--- src/rtl/dpi_exporter_group_buffer_if.sv ---
// Head-of-queue handshake for the exporter group buffer.
// The buffer drives the head entry; the exporter tick consumes it with ready.
interface dpi_exporter_group_buffer_if #(
    parameter int DATA_W  = 64,
    parameter int TRIG_W  = 2,
    parameter int STAMP_W = 32
);
    logic               out_valid;
    logic               out_ready;
    logic [DATA_W-1:0]  out_data;
    logic [TRIG_W-1:0]  out_trig;
    logic [STAMP_W-1:0] out_stamp;

    // Buffer side: presents the head entry and observes the consumer's ready
    modport master (
        output out_valid,
        output out_data,
        output out_trig,
        output out_stamp,
        input  out_ready
    );

    // Consumer side: observes the head entry and accepts it with ready
    modport slave (
        input  out_valid,
        input  out_data,
        input  out_trig,
        input  out_stamp,
        output out_ready
    );
endinterface

--- src/rtl/dpi_exporter_group_buffer.sv ---
// Front end for one exporter sensitive group.
// Samples the packed group whenever a trigger bit changes or is high,
// stamps the sample with a free-running cycle count and queues it in a
// show-ahead FIFO so the exporter tick can drain bursts without loss.
module dpi_exporter_group_buffer #(
    parameter int DATA_W  = 64,
    parameter int TRIG_W  = 2,
    parameter int DEPTH   = 8,
    parameter int STAMP_W = 32,
    parameter int OVF_W   = 16
) (
    input  logic                      clock,
    input  logic                      reset,
    input  logic                      en,
    input  logic [TRIG_W-1:0]         trig,
    input  logic [DATA_W-1:0]         data,
    dpi_exporter_group_buffer_if.master head,
    output logic [$clog2(DEPTH):0]    count,
    output logic                      full,
    output logic                      empty,
    output logic [OVF_W-1:0]          overflow_cnt
);

    localparam int PTR_W = $clog2(DEPTH);
    localparam int CNT_W = PTR_W + 1;
    localparam logic [CNT_W-1:0] FULL_COUNT = CNT_W'(DEPTH);
    localparam logic [OVF_W-1:0] OVF_MAX    = {OVF_W{1'b1}};

    logic [STAMP_W-1:0] stamp;
    logic [TRIG_W-1:0]  trig_last;
    logic [PTR_W-1:0]   wr_ptr;
    logic [PTR_W-1:0]   rd_ptr;

    logic [DATA_W-1:0]  mem_data  [DEPTH];
    logic [TRIG_W-1:0]  mem_trig  [DEPTH];
    logic [STAMP_W-1:0] mem_stamp [DEPTH];

    logic fire;
    logic pop;
    logic push_accepted;
    logic drop;

    // A trigger change (either direction) or any high trigger fires the group
    assign fire = en & ((|(trig ^ trig_last)) | (|trig));

    assign empty = (count == '0);
    assign full  = (count == FULL_COUNT);

    // A full FIFO can still take a sample when the head leaves in the same cycle
    assign pop           = ~empty & head.out_ready;
    assign push_accepted = fire & (~full | pop);
    assign drop          = fire & full & ~pop;

    // Show-ahead head; an empty FIFO presents zeros rather than stale entries
    assign head.out_valid = ~empty;
    assign head.out_data  = empty ? '0 : mem_data[rd_ptr];
    assign head.out_trig  = empty ? '0 : mem_trig[rd_ptr];
    assign head.out_stamp = empty ? '0 : mem_stamp[rd_ptr];

    // Free-running cycle stamp and trigger history, both independent of en
    always_ff @(posedge clock or negedge reset) begin
        if (!reset) begin
            stamp     <= '0;
            trig_last <= '0;
        end else begin
            stamp     <= stamp + STAMP_W'(1);
            trig_last <= trig;
        end
    end

    // Pointer and occupancy bookkeeping; pointers wrap naturally at DEPTH
    always_ff @(posedge clock or negedge reset) begin
        if (!reset) begin
            wr_ptr <= '0;
            rd_ptr <= '0;
            count  <= '0;
        end else begin
            if (push_accepted) begin
                wr_ptr <= wr_ptr + PTR_W'(1);
            end
            if (pop) begin
                rd_ptr <= rd_ptr + PTR_W'(1);
            end
            case ({push_accepted, pop})
                2'b10:   count <= count + CNT_W'(1);
                2'b01:   count <= count - CNT_W'(1);
                default: count <= count;
            endcase
        end
    end

    // Saturating count of samples lost to a full FIFO
    always_ff @(posedge clock or negedge reset) begin
        if (!reset) begin
            overflow_cnt <= '0;
        end else if (drop && (overflow_cnt != OVF_MAX)) begin
            overflow_cnt <= overflow_cnt + OVF_W'(1);
        end
    end

    // Entry storage; contents need no reset because empty masks the head
    always_ff @(posedge clock) begin
        if (push_accepted) begin
            mem_data[wr_ptr]  <= data;
            mem_trig[wr_ptr]  <= trig;
            mem_stamp[wr_ptr] <= stamp;
        end
    end

endmodule

--- src/flat_wrapper.sv ---
// flat-port wrapper written by rule: the top's interface ports become plain ports
module dpi_exporter_group_buffer_flat 
#(
    parameter int DATA_W  = 64,
    parameter int TRIG_W  = 2,
    parameter int DEPTH   = 8,
    parameter int STAMP_W = 32,
    parameter int OVF_W   = 16
)
  (clock, reset, en, trig, data, count, full, empty, overflow_cnt, head_out_valid, head_out_data, head_out_trig, head_out_stamp, head_out_ready);
  dpi_exporter_group_buffer_if #(.DATA_W(DATA_W), .TRIG_W(TRIG_W), .STAMP_W(STAMP_W)) head_i ();
  input  logic clock;
  input  logic reset;
  input  logic en;
  input  logic [TRIG_W-1:0] trig;
  input  logic [DATA_W-1:0] data;
  output logic [$clog2(DEPTH):0] count;
  output logic full;
  output logic empty;
  output logic [OVF_W-1:0] overflow_cnt;
  output wire logic [$bits(head_i.out_valid)-1:0] head_out_valid;
  output wire logic [$bits(head_i.out_data)-1:0] head_out_data;
  output wire logic [$bits(head_i.out_trig)-1:0] head_out_trig;
  output wire logic [$bits(head_i.out_stamp)-1:0] head_out_stamp;
  input wire logic [$bits(head_i.out_ready)-1:0] head_out_ready;
  assign head_out_valid = head_i.out_valid;
  assign head_out_data = head_i.out_data;
  assign head_out_trig = head_i.out_trig;
  assign head_out_stamp = head_i.out_stamp;
  assign head_i.out_ready = head_out_ready;
  dpi_exporter_group_buffer #(.DATA_W(DATA_W), .TRIG_W(TRIG_W), .DEPTH(DEPTH), .STAMP_W(STAMP_W), .OVF_W(OVF_W)) u_core (.clock(clock), .reset(reset), .en(en), .trig(trig), .data(data), .head(head_i), .count(count), .full(full), .empty(empty), .overflow_cnt(overflow_cnt));
endmodule
--- config.mk ---
export PLATFORM = sky130hd
export DESIGN_NAME = dpi_exporter_group_buffer_flat
export DESIGN_NICKNAME = d
export VERILOG_FILES = /design/src/rtl/dpi_exporter_group_buffer_if.sv /design/src/rtl/dpi_exporter_group_buffer.sv /design/src/flat_wrapper.sv
export SDC_FILE = /design/constraint.sdc
export NUM_CORES = 1
export LEC_CHECK = 0
export BUFFER_PORTS_ARGS = -buffer_cell sky130_fd_sc_hd__buf_2
export CORE_ASPECT_RATIO = 0.75
export CORE_UTILIZATION = 53
export DETAILED_ROUTE_END_ITERATION = 12
export GPL_ROUTABILITY_DRIVEN = 0
export HOLD_SLACK_MARGIN = 0.1
export PLACE_DENSITY = 0.71
export SETUP_SLACK_MARGIN = 0.02
export SLEW_MARGIN = 15
export SYNTH_ARGS = -nofsm -noshare
export SYNTH_HDL_FRONTEND = slang
export SYNTH_SLANG_ARGS = --single-unit
--- constraint.sdc ---
create_clock -name clock -period 15.6 [get_ports clock]
set_input_delay 3.12 -clock clock [delete_from_list [all_inputs] [get_ports clock]]
set_output_delay 3.12 -clock clock [all_outputs]
set_load 0.03 [all_outputs]
# --- Yosys cells after proc, flatten, opt, wreduce, memory -nomap -nowiden ---
# Memory sizes are Yosys's and may differ from the RTL's.
# Cells that the tools add are included.
totals:
  register_bits: 60
  ramBits: 784
  inputBits: 70
  output_inout_bits: 121
  wordCells: 41
  n_memories: 3
memory_table:
  columns: ["name", "words", "word_bits", "read_ports", "rd_clocked_by_memory_dff", "wr", "line", "rtl"]
  rows:
  - ["u_core.mem_data", 8, 64, 1, 0, 1, "dpi_exporter_group_buffer.sv:34", "logic [DATA_W-1:0] mem_data [DEPTH];"]
  - ["u_core.mem_stamp", 8, 32, 1, 0, 1, "dpi_exporter_group_buffer.sv:36", "logic [STAMP_W-1:0] mem_stamp [DEPTH];"]
  - ["u_core.mem_trig", 8, 2, 1, 0, 1, "dpi_exporter_group_buffer.sv:35", "logic [TRIG_W-1:0] mem_trig [DEPTH];"]
op_classes:
  add_sub_neg: 6
  n_eq_ne: 4
  mux: 6
  bitwise: 11
  reduce_logical: 5
ops:
  columns: ["operator", "n"]
  rows:
  - ["2-to-1 mux 64 bit", 1]
  - ["adder 32 x 1 -> 32 bit (second input constant)", 1]
  - ["2-to-1 mux 32 bit", 1]
  - ["adder 16 x 1 -> 16 bit (second input constant)", 1]
  - ["inequality test 16 bit (second input constant)", 1]
  - ["one-hot mux 4 bit (2 select lines)", 1]
  - ["adder 3 x 1 -> 3 bit (second input constant)", 2]
  - ["bitwise AND 1 bit", 5]
  - ["adder 4 x 1 -> 4 bit (second input constant)", 1]
  - ["equality test 4 bit (second input constant)", 1]
  - ["logical NOT 4 bit", 1]
  - ["OR reduction 2 bit", 2]
  - ["subtractor 4 x 1 -> 4 bit (second input constant)", 1]
  - ["inverter 1 bit", 3]
  - ["equality test 2 x 1 -> 1 bit (second input constant)", 1]
  - ["equality test 2 bit (second input constant)", 1]
  - ["2-to-1 mux 1 bit", 2]
  - ["2-to-1 mux 2 bit", 1]
  - ["OR 1 bit", 2]
  - ["nonzero test 2 bit", 1]
  - ["bitwise XOR 2 bit", 1]
  - ["logical AND 1 bit", 1]

# --- Depth between registers and ports, before layout ---
# Gate-level depths: netlist (run 1).
depth:
  word_depth: 7
  mapped_depth: 9
  ltp_nobuf: 8

# --- Worst setup path before layout (run 1) ---
# OpenSTA, ideal clock, no wires.
synth_path:
  kind: "input-to-reg"
  startpoint: "input port trig[1]"
  endpoint: "memory u_core.mem_data[0][0] (enable)"
  setup_ns: 0.796
  t_arrival_ns: 12.723
  required_ns: 14.804
  slack_ns: 2.081
  path_stages: 3
  n_path_buf: 0
  path_cell_list: "o41a_1 o21ai_1 nor4_1"
synth_between:
  elab_chain_cells: 7
  word_cells_on_any_way: 8
  classes_between: "2 x mux; 4 x bitwise; 2 x reduce/logical"
synth_lines:
  columns: ["item", "line", "rtl"]
  rows:
  - ["from (decl)", "flat_wrapper.sv:15", "input logic [TRIG_W-1:0] trig;"]
  - ["bitwise XOR 2 bit", "dpi_exporter_group_buffer.sv:44", "assign fire = en & ((|(trig ^ trig_last)) | (|trig));"]
  - ["OR reduction 2 bit", "dpi_exporter_group_buffer.sv:44", null]
  - ["OR 1 bit *", "dpi_exporter_group_buffer.sv:44", null]
  - ["bitwise AND 1 bit *", "dpi_exporter_group_buffer.sv:44", null]
  - ["bitwise AND 1 bit *", "dpi_exporter_group_buffer.sv:51", "assign push_accepted = fire & (~full | pop);"]
  - ["2-to-1 mux 1 bit *", "dpi_exporter_group_buffer.sv:103", "if (push_accepted) begin"]
  - ["2-to-1 mux 1 bit (implied by the code) *", "dpi_exporter_group_buffer.sv:104", "mem_data[wr_ptr] <= data;"]
  - ["to (decl)", "dpi_exporter_group_buffer.sv:34", null]
# Mark *: on every way between the ends. The rest lies on a longest branch, timed or not.

# --- Worst setup path after layout (run 1) ---
layout_path:
  startpoint: "register u_core.rd_ptr[0]"
  endpoint: "output port head_out_data[40]"
layout_between:
  elab_chain_cells: 2
layout_lines:
  columns: ["item", "line", "rtl"]
  rows:
  - ["from (decl)", "dpi_exporter_group_buffer.sv:32", "logic [PTR_W-1:0] rd_ptr;"]
  - ["from (signal assigned)", "dpi_exporter_group_buffer.sv:82", "rd_ptr <= rd_ptr + PTR_W'(1);"]
  - ["memory read (8 x 64 bit)", null, null]
  - ["2-to-1 mux 64 bit", "dpi_exporter_group_buffer.sv:56", "assign head.out_data = empty ? '0 : mem_data[rd_ptr];"]
  - ["to (decl)", "flat_wrapper.sv:22", "output wire logic [$bits(head_i.out_data)-1:0] head_out_data;"]
# Every way passes these cells.

==> results of run 1 <==
==> sequential cells by signal (all words and copies together), names as in the netlist <==
name                 count
u_core.mem_data        512
u_core.mem_trig         16
u_core.count             4
u_core.overflow_cnt     16
u_core.mem_stamp       256
u_core.stamp            32
u_core.wr_ptr            3
u_core.rd_ptr            3
u_core.trig_last         2
==> final cells by class <==
type | instances | area (um^2)
sequential | 844 | 25100
fill | 4206 | 23500
multi-input combinational | 570 | 7080
clock buffer | 105 | 2160
timing repair buffer | 223 | 1210
tap | 800 | 1000
clock inverter | 40 | 418
inverter | 8 | 32.5
antenna | 1 | 2.50
==> cells by family (layout without fill, tap and decap cells) <==
| group | Yosys count | count (layout) | share of synthesized area, % |
|---|---|---|---|
| compound gates | 9 | 9 | 0.197 |
| xor+xnor | 51 | 51 | 1.38 |
| fa+ha+maj | 7 | 7 | 0.294 |
| buf+inv | 77 | 376 | 0.981 |
| flops | 844 | 844 | 77.3 |
| mux | 300 | 300 | 16.9 |
| other cells | 0 | 1 | 0 |
| simple gates | 203 | 203 | 2.96 |
==> synthesized netlist by cell type, types with 2 or more instances <==
cell type,n
edfxtp_1,784
mux4_2,196
nor2_1,108
mux2i_1,100
dfrtp_1,60
clkbuf_1,37
xnor2_1,33
nand3_1,21
nand2_1,18
xor2_1,18
buf_2,17
buf_1,14
nand4_1,12
and3_1,9
nor3_1,9
inv_1,7
nor4_1,7
and4_1,6
ha_1,6
mux2_2,4
a21oi_1,3
nor4_2,3
nand2b_1,2
o41ai_1,2
or3_1,2
==> worst max-delay path: stages (launching register included) <==
cell     delay [ps]
dfrtp_4        1100
buf_12          720
buf_4           860
mux4_2          610
mux2i_1         180
nor2_1          110
buf_2           230
==> routing by layer <==
metal | up-vias | track usage [%] | wire length [um]
met2 | 468 | 32.9 | 30900
met1 | 8088 | 31.9 | 29000
met4 | 6 | 4.93 | 1100
met5 | - | 0 | 45
met3 | 95 | 4.45 | 3950
li1 | 6590 | - | -
==> metrics by stage <==
stage | power (mW) | hold WS (ps) | setup WS [ps]
5_1_grt | 7.51 | 552 | 7490
4_1_cts | 7.29 | 506 | 7690
6_report | 7.19 | 507 | 7930
2_1_floorplan | 4.71 | 531 | 2080
3_3_place_gp | 5.36 | 477 | 8440
3_5_place_dp | 5.39 | 497 | 8390
==> report_power, final <==
part,internal (mW),leakage [nW],switching (mW),total [mW]
sequential,2.79,7.99,0.162,2.95
combinational,0.886,3.50,1.45,2.34
clock,1.08,1.26,0.817,1.90
==> final timing paths <==
path,slack (ps),depth (start not counted),endpoint
worst max-delay path,7930,6,head_out_data[40]
worst min register to register,510,1,u_core.overflow_cnt[15]
min in group asynchronous,2640,2,u_core.stamp[18]
max in group asynchronous,12250,2,u_core.rd_ptr[2]
worst max register to register,12220,5,u_core.mem_data[6][30]
worst min-delay path,510,1,u_core.overflow_cnt[15]
==> flow_summary.json, run 1 <==
{
  "cts_max_level": 3,
  "ys.flop_type": "edfxtp_1",
  "syn_area_um2": 32400,
  "ir_drop_uv": 137,
  "place_inst": 2445,
  "grt_pass1_vias": 15900,
  "grt_max_degree": 103,
  "finalCritPeriodShare_pct": 49.2,
  "final_cell_mix": "edfxtp_1 (784), mux4_2 (196), buf_2 (190)",
  "final_cells": 2591,
  "die_area_um2": 62100,
  "yosysTopAreaCellShare_pct": 72.7,
  "cts_made_buffers": 79,
  "clock.fmax_mhz": 130,
  "ctsLongestPathBuffers": 3,
  "ys_ff_latch": 844,
  "avgSynthCellArea_um2": 21.7,
  "async_flop_share_pct": 7.11,
  "arrival_ps": 4550,
  "tns_ps": 0,
  "firstDrtPassIters": 8,
  "yosysSeqAreaShare_pct": 77.3,
  "p_leak_nw": 12.8,
  "min_period_ps": 7670,
  "drive_above_1_share_pct": 31.1,
  "rsz0062_at_grt": "false",
  "syn_inst": 1491,
  "clk_pin_slew_ps": 60,
  "grtUsageTotal_pct": 21.4,
  "area_growth_syn_to_layout_pct": 14.1,
  "finalHoldViolations": 0,
  "drtIter0Drc": 1215,
  "dr_total_vias": 15200,
  "worstSetupPathType": "reg2out",
  "setup_viol": 0,
  "crit_start": "u_core.rd_ptr[0]",
  "via_per_inst": 5.88,
  "yosys-top-cells-area": "edfxtp_1 (73%), mux4_2 (14%), dfrtp_1 (4.6%)",
  "tightest_slew_ps": 1120,
  "coreArea_um2": 60400,
  "place_hpwl_um": 35000,
  "wire_per_inst_um": 25.1,
  "critPathMaxFanout": 102,
  "synthDistinctLibCells": 38,
  "final_area_um2": 37000,
  "die_w_um": 287,
  "mostFrequentLayoutCell": "edfxtp_1",
  "timing.slew.headroom_pct": 25.6,
  "min_path_type": "reg2reg",
  "cts_resized": 0,
  "crit_required_ps": 12480,
  "root_buffer": "clkbuf_16",
  "fin_util_pct": 61.2,
  "grt_overflow": 0,
  "ys_warn_count": 0,
  "hp-start": "u_core.overflow_cnt[15]",
  "nets": 1803,
  "io_pins": 191,
  "cts_tree": "built",
  "drv_cap": 0,
  "die-height_um": 216,
  "postCtsSetupBuffers": 0,
  "drc": 0,
  "drv_slew": 0,
  "antenna_found_initial": 4,
  "hold_buffers": 0,
  "synth-edff-count": 784,
  "grt_pass1_wl_um": 98500,
  "finalWirelength_um": 65000,
  "portBuffers": 190,
  "numClockSinks": 844,
  "outcome": "completed",
  "clkLatencyLatePin_ps": 630,
  "r2r_start": "u_core.count[3]",
  "initial_utilization_pct": 53.6,
  "yosysTopAreaCell": "edfxtp_1",
  "skew_ps": 21.6,
  "fp-row-count": 78,
  "placed_area_um2": 34400,
  "ant_nets": 0,
  "start_kind": "register",
  "synth_nets": 1568,
  "cp-end-kind": "output port",
  "p_per_area_nw_per_um2": 195
}
(Power assumes the default switching activity.)
==> run 2: changes to the inputs <==
Settings changed: ABC_AREA from default to 1, PLACE_DENSITY 0.71 to 0.74.
Clock period 15.6 ns to 6.2 ns, I/O delays scaled along.
==> flow_summary.json, run 2 <==
{
  "nets": 3041,
  "cp.depth": 5,
  "largest_register_ffs": 512,
  "synth_nets": 2900,
  "tightest_slew_ps": 1380,
  "fillers": 4794,
  "ys_warn_count": 0,
  "grt_overflow": 0,
  "timing.hold.ws_ps": 539,
  "synth_common_cells": "nor2_1 (834), edfxtp_1 (784), o21ai_0 (496), o21ai_1 (197), nand2_1 (137)",
  "grt_pass1_vias": 21200,
  "crit_start": "u_core.rd_ptr[2]",
  "syn_inst": 2823,
  "synth-edff-count": 784,
  "drv_cap": 0,
  "postCtsSetupBuffers": 0,
  "fin_util_pct": 61.1,
  "min_path_type": "reg2reg",
  "setup_viol": 0,
  "rsz0062_at_grt": "false",
  "critPathCapture": "head_out_trig[0]",
  "via_per_inst": 5.67,
  "avgSynthCellArea_um2": 12.0,
  "final_cell_mix": "nor2_1 (826), edfxtp_1 (784), o21ai_0 (496)",
  "die_w_um": 294,
  "cp_num_buf_inv": 3,
  "cp_slowest_cell": "buf_4",
  "yosysTopAreaCellShare_pct": 69.4,
  "r2r_setup_slack_ps": 3170,
  "start_kind": "register",
  "grt_max_degree": 246,
  "arrival_ps": 3740,
  "place_hpwl_um": 40300,
  "skew_ps": 17.1,
  "wire_per_inst_um": 19.9,
  "clk_pin_slew_ps": 50,
  "antenna_found_initial": 4,
  "drtIter0Drc": 2248,
  "reg2regPathDepth": 8,
  "yosysSeqAreaShare_pct": 73.9,
  "cp-end-kind": "output port",
  "crit_required_ps": 4960,
  "p_leak_nw": 13.2,
  "ctsLongestPathBuffers": 3,
  "largest_register": "u_core.mem_data",
  "outcome": "completed",
  "ant_nets": 0,
  "p_per_area_nw_per_um2": 504,
  "drc": 0,
  "ys.flop_type": "edfxtp_1",
  "multi_input_area_um2": 7970,
  "area_growth_syn_to_layout_pct": 13.0,
  "async_flop_share_pct": 7.11,
  "drv_slew": 0,
  "reg.largest.list": "u_core.mem_data (512), u_core.mem_stamp (256), u_core.stamp (32)",
  "mostFrequentLayoutCell": "nor2_1",
  "synth.most_common_cell": "nor2_1",
  "finalWirelength_um": 77400,
  "crit_path_max_incr_delay_ps": 980,
  "r2r_start": "u_core.count[0]",
  "seq_area_um2": 25100,
  "drive_above_1_share_pct": 12.0,
  "cts_tree": "built",
  "coreArea_um2": 62700,
  "hold_buffers": 0,
  "numClockSinks": 844,
  "clock.fmax_mhz": 201,
  "synthDistinctLibCells": 27,
  "ys_ff_latch": 844,
  "clkLatencyLatePin_ps": 630,
  "finalCritPeriodShare_pct": 80.4,
  "initial_utilization_pct": 54.1,
  "fp-row-count": 79,
  "portBuffers": 190,
  "grtUsageTotal_pct": 23.8,
  "dr_total_vias": 22000,
  "cp_cell_sequence": "clkinv_2, buf_4, o21ai_0, nor2_1, buf_2",
  "r2r_end": "u_core.mem_stamp[6][22]",
  "yosysTopAreaCell": "edfxtp_1",
  "place_inst": 3729,
  "yosys-top-cells-area": "edfxtp_1 (69%), nor2_1 (9.2%), o21ai_0 (7.3%)",
  "cts_max_level": 3,
  "ir_drop_uv": 398,
  "critPathMaxFanout": 71,
  "cts_made_buffers": 83,
  "grt_pass1_wl_um": 120000,
  "firstDrtPassIters": 6,
  "min_period_ps": 4980,
  "cts_resized": 0,
  "hold_depth": 2,
  "root_buffer": "clkbuf_16",
  "timing.slew.headroom_pct": 8.21,
  "io_pins": 191,
  "die-height_um": 221,
  "power_mw": 19.3,
  "final_cells": 3889,
  "finalHoldViolations": 0,
  "die_area_um2": 65000,
  "crit_family": "buffers and inverters",
  "syn_area_um2": 33900,
  "worstSetupPathType": "reg2out"
}
==> run 2: cell type report <==
cell class	count	share of cell area (%)
flip-flops and latches	844	65.4
multi-input cells	1771	20.8
clock buffers	106	5.78
repair buffers	220	3.36
well taps	850	2.78
clock inverters	48	1.38
inverters	44	0.454
diodes	6	0.0392
==> run 2: worst min-delay path by stage <==
stage | start | end
6_report | u_core.overflow_cnt[15] | u_core.overflow_cnt[15]
4_1_cts | u_core.count[0] | u_core.count[0]
5_1_grt | u_core.count[0] | u_core.count[0]
3_5_place_dp | u_core.overflow_cnt[12] | u_core.overflow_cnt[12]
3_3_place_gp | u_core.wr_ptr[0] | u_core.wr_ptr[0]
2_1_floorplan | u_core.wr_ptr[0] | u_core.wr_ptr[0]
==> run 2: kinds of logic after synthesis <==
logic type,count (synthesis),synth area share (%)
AO/OA/AOI/OAI,695,10.3
XOR/XNOR,44,1.14
adder cells (fa/ha/maj),7,0.280
buffers and inverters,208,2.83
flip-flops,844,73.9
AND/OR/NAND/NOR,1025,11.6
==> run 2: worst register-to-register path, stage by stage (launching register included) <==
cell,delay (ps)
dfrtp_1,410
nor2_1,110
nand3_1,120
inv_2,40
nand2_1,80
nand2_1,120
or2_2,410
nor2_4,880
buf_4,520
==> run 2: report_power, final <==
group | switching, mW | leakage (nW) | internal [mW] | total [mW]
Combinational | 5.17 | 3.99 | 1.81 | 6.99
Clock | 2.09 | 1.34 | 2.96 | 5.05
Sequential | 0.352 | 7.90 | 6.93 | 7.28
==> run 2: metrics by stage <==
stage	setup TNS [ps]	cell area (um^2)	worst slack (ps)
global route	0	38300	1070
detailed placement	0	35500	1860
floorplan	-113460	33900	-289
finish	0	38300	1220
CTS	0	38300	1190
global placement	0	35500	1920
==> run 2: per-layer routing <==
metal / global-route usage, % / share of wire [%]
met5: 0 / 0.0090
met4: 6.89 / 2.2
met3: 4.14 / 7.0
met2: 38.3 / 49
met1: 33.3 / 42
